### config.mk
export PLATFORM = sky130hd
export DESIGN_NAME = ped_crossing_ctrl_flat
export DESIGN_NICKNAME = d
export VERILOG_FILES = /design/src/rtl/ped_crossing_pkg.sv /design/src/rtl/ped_crossing_ctrl_if.sv /design/src/rtl/ped_tick_gen.sv /design/src/rtl/ped_crossing_ctrl.sv /design/src/flat_wrapper.sv
export SDC_FILE = /design/constraint.sdc
export NUM_CORES = 1
export LEC_CHECK = 0
export CELL_PAD_IN_SITES_DETAIL_PLACEMENT = 1
export CELL_PAD_IN_SITES_GLOBAL_PLACEMENT = 2
export CORE_UTILIZATION = 40
export CTS_CLUSTER_SIZE = 8
export DETAILED_ROUTE_END_ITERATION = 6
export PLACE_DENSITY_LB_ADDON = 0.12
export SLEW_MARGIN = 20
export SYNTH_ARGS = -nofsm -noshare
export SYNTH_HDL_FRONTEND = slang
export SYNTH_SLANG_ARGS = --single-unit
### constraint.sdc
create_clock -name CLK -period 6.1 [get_ports CLK]
set_input_delay 0.61 -clock CLK [delete_from_list [all_inputs] [get_ports CLK]]
set_output_delay 0.61 -clock CLK [all_outputs]
set_load 0.02 [all_outputs]
### src/rtl/ped_crossing_pkg.sv
// Shared types for the pedestrian crossing controller: state codes and lamp patterns.
package ped_crossing_pkg;

    localparam int STATE_W = 3;

    typedef enum logic [STATE_W-1:0] {
        S_RGREEN  = 3'd0,
        S_RYELLOW = 3'd1,
        S_ALLRED1 = 3'd2,
        S_PGREEN  = 3'd3,
        S_PFLASH  = 3'd4,
        S_ALLRED2 = 3'd5,
        S_RREDYEL = 3'd6
    } state_t;

    typedef struct packed {
        logic road_r;
        logic road_y;
        logic road_g;
        logic ped_r;
        logic ped_g;
    } lamps_t;

    localparam lamps_t L_RGREEN  = 5'b00110;
    localparam lamps_t L_RYELLOW = 5'b01010;
    localparam lamps_t L_ALLRED  = 5'b10010;
    localparam lamps_t L_PGREEN  = 5'b10001;
    localparam lamps_t L_PDARK   = 5'b10000;
    localparam lamps_t L_RREDYEL = 5'b11010;

    function automatic lamps_t lamps_of(state_t s, logic flash);
        lamps_t l;
        case (s)
            S_RGREEN:  l = L_RGREEN;
            S_RYELLOW: l = L_RYELLOW;
            S_PGREEN:  l = L_PGREEN;
            S_PFLASH:  l = flash ? L_PGREEN : L_PDARK;
            S_RREDYEL: l = L_RREDYEL;
            default:   l = L_ALLRED;
        endcase
        return l;
    endfunction

endpackage

### src/rtl/ped_crossing_ctrl_if.sv
// Detector/button inputs and lamp/status outputs of the crossing controller.
interface ped_crossing_ctrl_if;
    import ped_crossing_pkg::*;

    logic               ROAD_DET;
    logic               PED_BUTT;
    logic               ROAD_RED;
    logic               ROAD_YELLOW;
    logic               ROAD_GREEN;
    logic               PED_RED;
    logic               PED_GREEN;
    logic               PED_WAIT;
    logic [STATE_W-1:0] STATE;

    // controller side
    modport master (
        input  ROAD_DET, PED_BUTT,
        output ROAD_RED, ROAD_YELLOW, ROAD_GREEN, PED_RED, PED_GREEN, PED_WAIT, STATE
    );

    // street side: detectors drive in, lamps observed
    modport slave (
        output ROAD_DET, PED_BUTT,
        input  ROAD_RED, ROAD_YELLOW, ROAD_GREEN, PED_RED, PED_GREEN, PED_WAIT, STATE
    );

endinterface

### src/rtl/ped_tick_gen.sv
// Free-running divider producing a one-CLK TICK every TICK_DIV cycles.
module ped_tick_gen #(
    parameter int TICK_DIV = 50_000_000
) (
    input  logic CLK,
    input  logic nRST,
    output logic TICK
);
    localparam int DW = $clog2(TICK_DIV);

    if (TICK_DIV < 2) begin : g_param_chk
        $error("ped_tick_gen: TICK_DIV must be >= 2");
    end

    logic [DW-1:0] cnt;

    always_ff @(posedge CLK) begin
        if (!nRST)                         cnt <= '0;
        else if (cnt == DW'(TICK_DIV - 1)) cnt <= '0;
        else                               cnt <= cnt + 1'b1;
    end

    assign TICK = (cnt == DW'(TICK_DIV - 1));

endmodule

### src/rtl/ped_crossing_ctrl.sv
// Pedestrian crossing controller with vehicle-actuated green extension.
// Define PED_CROSSING_FLASH_EN to include the flashing pedestrian-green phase.
module ped_crossing_ctrl
    import ped_crossing_pkg::*;
#(
    parameter int TICK_DIV     = 50_000_000,
    parameter int CNT_W        = 8,
    parameter int T_MIN_GREEN  = 10,
    parameter int T_EXT_MAX    = 5,
    parameter int T_YELLOW     = 3,
    parameter int T_ALL_RED    = 2,
    parameter int T_RED_YELLOW = 2,
    parameter int T_PED_GREEN  = 8,
    parameter int T_PED_FLASH  = 4
) (
    input  logic                CLK,
    input  logic                nRST,
    ped_crossing_ctrl_if.master xing
);
    localparam int TMAX = 2**CNT_W;

    if (T_MIN_GREEN < 1 || T_MIN_GREEN >= TMAX || T_EXT_MAX < 1 || T_EXT_MAX >= TMAX ||
        T_YELLOW < 1 || T_YELLOW >= TMAX || T_ALL_RED < 1 || T_ALL_RED >= TMAX ||
        T_RED_YELLOW < 1 || T_RED_YELLOW >= TMAX || T_PED_GREEN < 1 || T_PED_GREEN >= TMAX ||
        T_PED_FLASH < 1 || T_PED_FLASH >= TMAX) begin : g_param_chk
        $error("ped_crossing_ctrl: phase durations must lie in 1..2**CNT_W-1");
    end

    localparam logic [CNT_W-1:0] D_MING = CNT_W'(T_MIN_GREEN - 1);
    localparam logic [CNT_W-1:0] D_EXT  = CNT_W'(T_EXT_MAX - 1);
    localparam logic [CNT_W-1:0] D_YEL  = CNT_W'(T_YELLOW - 1);
    localparam logic [CNT_W-1:0] D_AR   = CNT_W'(T_ALL_RED - 1);
    localparam logic [CNT_W-1:0] D_RY   = CNT_W'(T_RED_YELLOW - 1);
    localparam logic [CNT_W-1:0] D_PG   = CNT_W'(T_PED_GREEN - 1);
`ifdef PED_CROSSING_FLASH_EN
    localparam logic [CNT_W-1:0] D_PF   = CNT_W'(T_PED_FLASH - 1);
`endif

    logic tick;

    ped_tick_gen #(.TICK_DIV(TICK_DIV)) u_tick (
        .CLK  (CLK),
        .nRST (nRST),
        .TICK (tick)
    );

    logic [2:0] butt_sr;
    logic [1:0] det_sr;
    logic       butt_edge, det;

    state_t           state, state_nxt;
    logic [CNT_W-1:0] timer, timer_nxt, ext_cnt, ext_cnt_nxt;
    logic             ext_on, ext_on_nxt, flash, flash_nxt, req, req_nxt, entry;
    lamps_t           lamps_q;

    assign butt_edge = butt_sr[1] & ~butt_sr[2];
    assign det       = det_sr[1];

    always_comb begin
        state_nxt   = state;
        ext_on_nxt  = ext_on;
        ext_cnt_nxt = ext_cnt;
        case (state)
            S_RGREEN: if (tick) begin
                // once extending, the minimum-green test no longer applies
                if (ext_on) begin
                    if (!det || ext_cnt == D_EXT) state_nxt   = S_RYELLOW;
                    else                          ext_cnt_nxt = ext_cnt + 1'b1;
                end else if (req && timer >= D_MING) begin
                    if (det) ext_on_nxt = 1'b1;
                    else     state_nxt  = S_RYELLOW;
                end
            end
            S_RYELLOW: if (tick && timer == D_YEL) state_nxt = S_ALLRED1;
            S_ALLRED1: if (tick && timer == D_AR)  state_nxt = S_PGREEN;
`ifdef PED_CROSSING_FLASH_EN
            S_PGREEN:  if (tick && timer == D_PG)  state_nxt = S_PFLASH;
            S_PFLASH:  if (tick && timer == D_PF)  state_nxt = S_ALLRED2;
`else
            S_PGREEN:  if (tick && timer == D_PG)  state_nxt = S_ALLRED2;
`endif
            S_ALLRED2: if (tick && timer == D_AR)  state_nxt = S_RREDYEL;
            S_RREDYEL: if (tick && timer == D_RY)  state_nxt = S_RGREEN;
            default:                               state_nxt = S_RGREEN;
        endcase

        entry = (state_nxt != state);
        if (entry) begin
            ext_on_nxt  = 1'b0;
            ext_cnt_nxt = '0;
        end

        timer_nxt = timer;
        if (entry)                    timer_nxt = '0;
        else if (tick && timer != '1) timer_nxt = timer + 1'b1;

        flash_nxt = flash;
        if (entry)                         flash_nxt = 1'b1;
        else if (tick && state == S_PFLASH) flash_nxt = ~flash;

        // clearing on entry to pedestrian green beats an edge in the same cycle
        req_nxt = req;
        if (entry && state_nxt == S_PGREEN)                       req_nxt = 1'b0;
        else if (butt_edge && state != S_PGREEN && state != S_PFLASH) req_nxt = 1'b1;
    end

    always_ff @(posedge CLK) begin
        if (!nRST) begin
            butt_sr <= '0;
            det_sr  <= '0;
            state   <= S_RGREEN;
            timer   <= '0;
            ext_on  <= 1'b0;
            ext_cnt <= '0;
            flash   <= 1'b0;
            req     <= 1'b0;
            lamps_q <= L_RGREEN;
        end else begin
            butt_sr <= {butt_sr[1:0], xing.PED_BUTT};
            det_sr  <= {det_sr[0], xing.ROAD_DET};
            state   <= state_nxt;
            timer   <= timer_nxt;
            ext_on  <= ext_on_nxt;
            ext_cnt <= ext_cnt_nxt;
            flash   <= flash_nxt;
            req     <= req_nxt;
            lamps_q <= lamps_of(state, flash);
        end
    end

    assign xing.ROAD_RED    = lamps_q.road_r;
    assign xing.ROAD_YELLOW = lamps_q.road_y;
    assign xing.ROAD_GREEN  = lamps_q.road_g;
    assign xing.PED_RED     = lamps_q.ped_r;
    assign xing.PED_GREEN   = lamps_q.ped_g;
    assign xing.PED_WAIT    = req;
    assign xing.STATE       = state;

endmodule

### src/flat_wrapper.sv
// flat-port wrapper written by rule: the top's interface ports become plain ports
module ped_crossing_ctrl_flat import ped_crossing_pkg::*;
#(
    parameter int TICK_DIV     = 50_000_000,
    parameter int CNT_W        = 8,
    parameter int T_MIN_GREEN  = 10,
    parameter int T_EXT_MAX    = 5,
    parameter int T_YELLOW     = 3,
    parameter int T_ALL_RED    = 2,
    parameter int T_RED_YELLOW = 2,
    parameter int T_PED_GREEN  = 8,
    parameter int T_PED_FLASH  = 4
)
  (CLK, nRST, xing_ROAD_DET, xing_PED_BUTT, xing_ROAD_RED, xing_ROAD_YELLOW, xing_ROAD_GREEN, xing_PED_RED, xing_PED_GREEN, xing_PED_WAIT, xing_STATE);
  ped_crossing_ctrl_if xing_i ();
  input  logic CLK;
  input  logic nRST;
  input wire logic [$bits(xing_i.ROAD_DET)-1:0] xing_ROAD_DET;
  input wire logic [$bits(xing_i.PED_BUTT)-1:0] xing_PED_BUTT;
  output wire logic [$bits(xing_i.ROAD_RED)-1:0] xing_ROAD_RED;
  output wire logic [$bits(xing_i.ROAD_YELLOW)-1:0] xing_ROAD_YELLOW;
  output wire logic [$bits(xing_i.ROAD_GREEN)-1:0] xing_ROAD_GREEN;
  output wire logic [$bits(xing_i.PED_RED)-1:0] xing_PED_RED;
  output wire logic [$bits(xing_i.PED_GREEN)-1:0] xing_PED_GREEN;
  output wire logic [$bits(xing_i.PED_WAIT)-1:0] xing_PED_WAIT;
  output wire logic [$bits(xing_i.STATE)-1:0] xing_STATE;
  assign xing_i.ROAD_DET = xing_ROAD_DET;
  assign xing_i.PED_BUTT = xing_PED_BUTT;
  assign xing_ROAD_RED = xing_i.ROAD_RED;
  assign xing_ROAD_YELLOW = xing_i.ROAD_YELLOW;
  assign xing_ROAD_GREEN = xing_i.ROAD_GREEN;
  assign xing_PED_RED = xing_i.PED_RED;
  assign xing_PED_GREEN = xing_i.PED_GREEN;
  assign xing_PED_WAIT = xing_i.PED_WAIT;
  assign xing_STATE = xing_i.STATE;
  ped_crossing_ctrl #(.TICK_DIV(TICK_DIV), .CNT_W(CNT_W), .T_MIN_GREEN(T_MIN_GREEN), .T_EXT_MAX(T_EXT_MAX), .T_YELLOW(T_YELLOW), .T_ALL_RED(T_ALL_RED), .T_RED_YELLOW(T_RED_YELLOW), .T_PED_GREEN(T_PED_GREEN), .T_PED_FLASH(T_PED_FLASH)) u_core (.CLK(CLK), .nRST(nRST), .xing(xing_i));
endmodule
==> flow_metrics.tcl <==
set metrics [dict create \
    end_kind "flop" \
    first_global_vias 2234 \
    syn_nets 336 \
    die_h_um 86.77 \
    comb_power_share_pct 2.0 \
    ys_warn_count 0 \
    dp_hpwl_um 4513 \
    yosys_most_used_dff "dfxtp_1" \
    n_antenna_cell 0 \
    grt_util_all_layers_pct 18.69 \
    cts_setup_buffers 0 \
    area_growth_pct 10.71 \
    hold_class "flop to flop" \
    placed_area_mm2 0.003010 \
    required_ps 6340 \
    portBuffers 12 \
    final_area_mm2 0.003182 \
    slowest_stage "clkdlybuf4s50_1" \
    die-area_mm2 0.007528 \
    ios 13 \
    ctsHoldBuffers 0 \
    die_w_um 86.77 \
    fin_crit_sh_pct 41.88 \
    leakagePower_nw 1.087 \
    slew_headroom_pct 42.40 \
    cts_sinks 58 \
    routabilityCongestion 0.7290 \
    drc 0 \
    slowest_delay_ps 680 \
    grt_pass1_wl_um 10800 \
    min_period_ps 2555 \
    switchingPower_w 0.0001619 \
    outcome "completed" \
    clkSlewWorstSetupHoldPaths_ps 70 \
    fin_ws_ps 3545 \
    grt_max_degree 25 \
    core-area_mm2 0.006869 \
    start_util_pct 41.84 \
    synth-seq-cells 58 \
    clockPowerShare_pct 43.4 \
    hold_violations 0 \
    first_pass_iters 4 \
    power.density_mw_per_mm2 221.7 \
    dpl_worst_slack_ps 3159 \
    rsz0062_at_grt "no" \
    slew_viol_final 0 \
    wl_per_cell_um 14.49 \
    cts_root_buf "clkbuf_8" \
    h-tree-depth 3 \
    path_max_fanout 17 \
    crit_arrival_ps 2790 \
    n_fill_cell 848 \
    fin_nets 347 \
    drive_gt1_share_pct 9.384 \
    crit_buf_inv 2 \
    fin_skew_ps 7.062 \
    p_seq_share_pct 54.5 \
    setup_viol 0 \
    ctsResizeCount 0 \
    syn_inst 325 \
    drtIter0Drc 79 \
    clock.fmax_ghz 0.3914 \
    postRouteAntennaNets 0 \
    critPathTopFamily "buffers and inverters" \
    routed_wl_um 6331 \
    path_class "input port to flop" \
    peakVddDrop_uv 91.46 \
    syn_avg_cell_area_um2 8.843 \
    synthDistinctLibCells 54 \
    antenna_found_initial 0 \
    path_cells "clkdlybuf4s50_1 > clkinv_1 > a31oi_1 > nand4_2 > a311oi_1" \
    ys_seq_area_share_pct 40.40 \
    dr_total_vias 2288 \
    rrSetupSlack_ps 3640 \
    max_cap_viol_count 0 \
    start_kind "input port" \
    overflow 0 \
    drt-vias-per-instance 5.236 \
    cts_tree "done" \
    clkLatencyLatePin_ps 330 \
    tightestPinTransition_ps 857.4 \
    synth_area_mm2 0.002874 \
    numCtsBuffers 9 \
    async_flop_share_pct 0 \
    row_count 30 \
    synth_edf_count 0 \
    clock_path_buffers 2 \
    swShare_pct 22.94 \
    fin_setup_tns_ps 0 \
    internal_power_w 0.0005436 \
]
## per-stage QoR
step	std cells	utilization, %	power (W)	hold slack, ps
4_1_cts	437	46.32	0.0007213	444.6
5_1_grt	437	46.32	0.0007387	460.2
3_3_place_gp	421	43.83	0.0004075	427.1
2_1_floorplan	325	-	0.0004020	411.9
3_5_place_dp	421	43.83	0.0004078	434.4
6_report	437	46.32	0.0007055	443.3
## sequential cells by signal (all words and copies together), names as in the netlist, 2 cells and up
signal             flops
u_core.u_tick.cnt     26
u_core.ext_cnt         8
u_core.timer           8
u_core.butt_sr         3
u_core.xing.STATE      3
u_core.det_sr          2
## synthesized netlist by cell type, types with 2 or more instances
master / n / share of area [%]
ha_1: 7 / 3.0
buf_4: 2 / 0.52
nor3b_1: 7 / 1.8
nor4_1: 3 / 0.65
and4_2: 3 / 1.0
or3_1: 3 / 0.65
clkbuf_1: 4 / 0.52
nand2_1: 21 / 2.7
nor4_2: 2 / 0.87
nand3b_1: 3 / 0.78
clkbuf_8: 4 / 1.9
o21ai_0: 10 / 1.7
dfxtp_1: 58 / 40
a31oi_1: 4 / 0.87
nand3_1: 17 / 3.0
nor2_1: 53 / 6.9
o31ai_1: 2 / 0.52
nand4_2: 2 / 0.87
and3_1: 8 / 1.7
xor2_1: 24 / 7.3
xnor2_1: 11 / 3.4
and2_1: 8 / 1.7
nor3_1: 5 / 0.87
inv_1: 10 / 1.3
and4_1: 2 / 0.61
nand2b_1: 4 / 0.87
a21oi_1: 9 / 1.6
nand4_1: 13 / 2.8
## per-layer routing
metal	GRT usage, %	share of wire [%]	vias up
met5	0	0	-
met4	5.909	1.3	0
met3	5.143	3.1	10
met2	28.64	44	32
met1	25.52	52	1090
li1	-	-	1156
## final timing paths
kind	to	depth (start not counted)	start
max reg2reg	u_core.timer[4]	6	u_core.timer[7]
max	u_core.timer[7]	5	nRST
min	u_core.butt_sr[1]	1	u_core.butt_sr[0]
min reg2reg	u_core.butt_sr[1]	1	u_core.butt_sr[0]
## power groups by stage
stage                     Clock [W]  Combinational, W  Sequential, W
after global placement            0         0.0000146       0.000393
after detailed placement          0         0.0000149       0.000393
after floorplan                   0        0.00000937       0.000393
after global routing       0.000338         0.0000164       0.000385
after CTS                  0.000322         0.0000150       0.000384
final                      0.000306         0.0000144       0.000385
## cells by family (layout without fill, tap and decap cells)
| family | after synthesis | after routing | share of synthesized area (%) |
|---|---|---|---|
| buffers and inverters | 23 | 39 | 5.050 |
| AO/OA/AOI/OAI | 33 | 33 | 6.922 |
| adder cells (fa/ha/maj) | 7 | 7 | 3.047 |
| multiplexers | 1 | 1 | 0.3483 |
| flip-flops | 58 | 58 | 40.40 |
| AND/OR/NAND/NOR | 168 | 168 | 33.57 |
| XOR/XNOR | 35 | 35 | 10.67 |
## area by class of cell
class / instances / area (um^2) / share of cell area, %
Inverter: 11 / 41.29 / 1.298
Clock buffer: 11 / 141.4 / 4.444
Tap cell: 96 / 120.1 / 3.775
Multi-Input combinational cell: 244 / 1568 / 49.27
Timing Repair Buffer: 12 / 120.1 / 3.775
Sequential cell: 58 / 1161 / 36.49
Clock inverter: 5 / 30.03 / 0.9438
## cells in the final DEF (no fill, tap or decap), types with 4 or more instances in the layout
cell type / Yosys / final
nand4_1: 13 / 13
xnor2_1: 11 / 11
and2_1: 8 / 8
o21ai_0: 10 / 10
nand3_1: 17 / 17
a21oi_1: 9 / 9
xor2_1: 24 / 24
nand2b_1: 4 / 4
ha_1: 7 / 7
nor3b_1: 7 / 7
dfxtp_1: 58 / 58
clkdlybuf4s50_1: 0 / 12
clkbuf_8: 4 / 10
nor3_1: 5 / 5
inv_1: 10 / 10
nor2_1: 53 / 53
and3_1: 8 / 8
a31oi_1: 4 / 4
nand2_1: 21 / 21
Power figures use the tool's default switching activity.
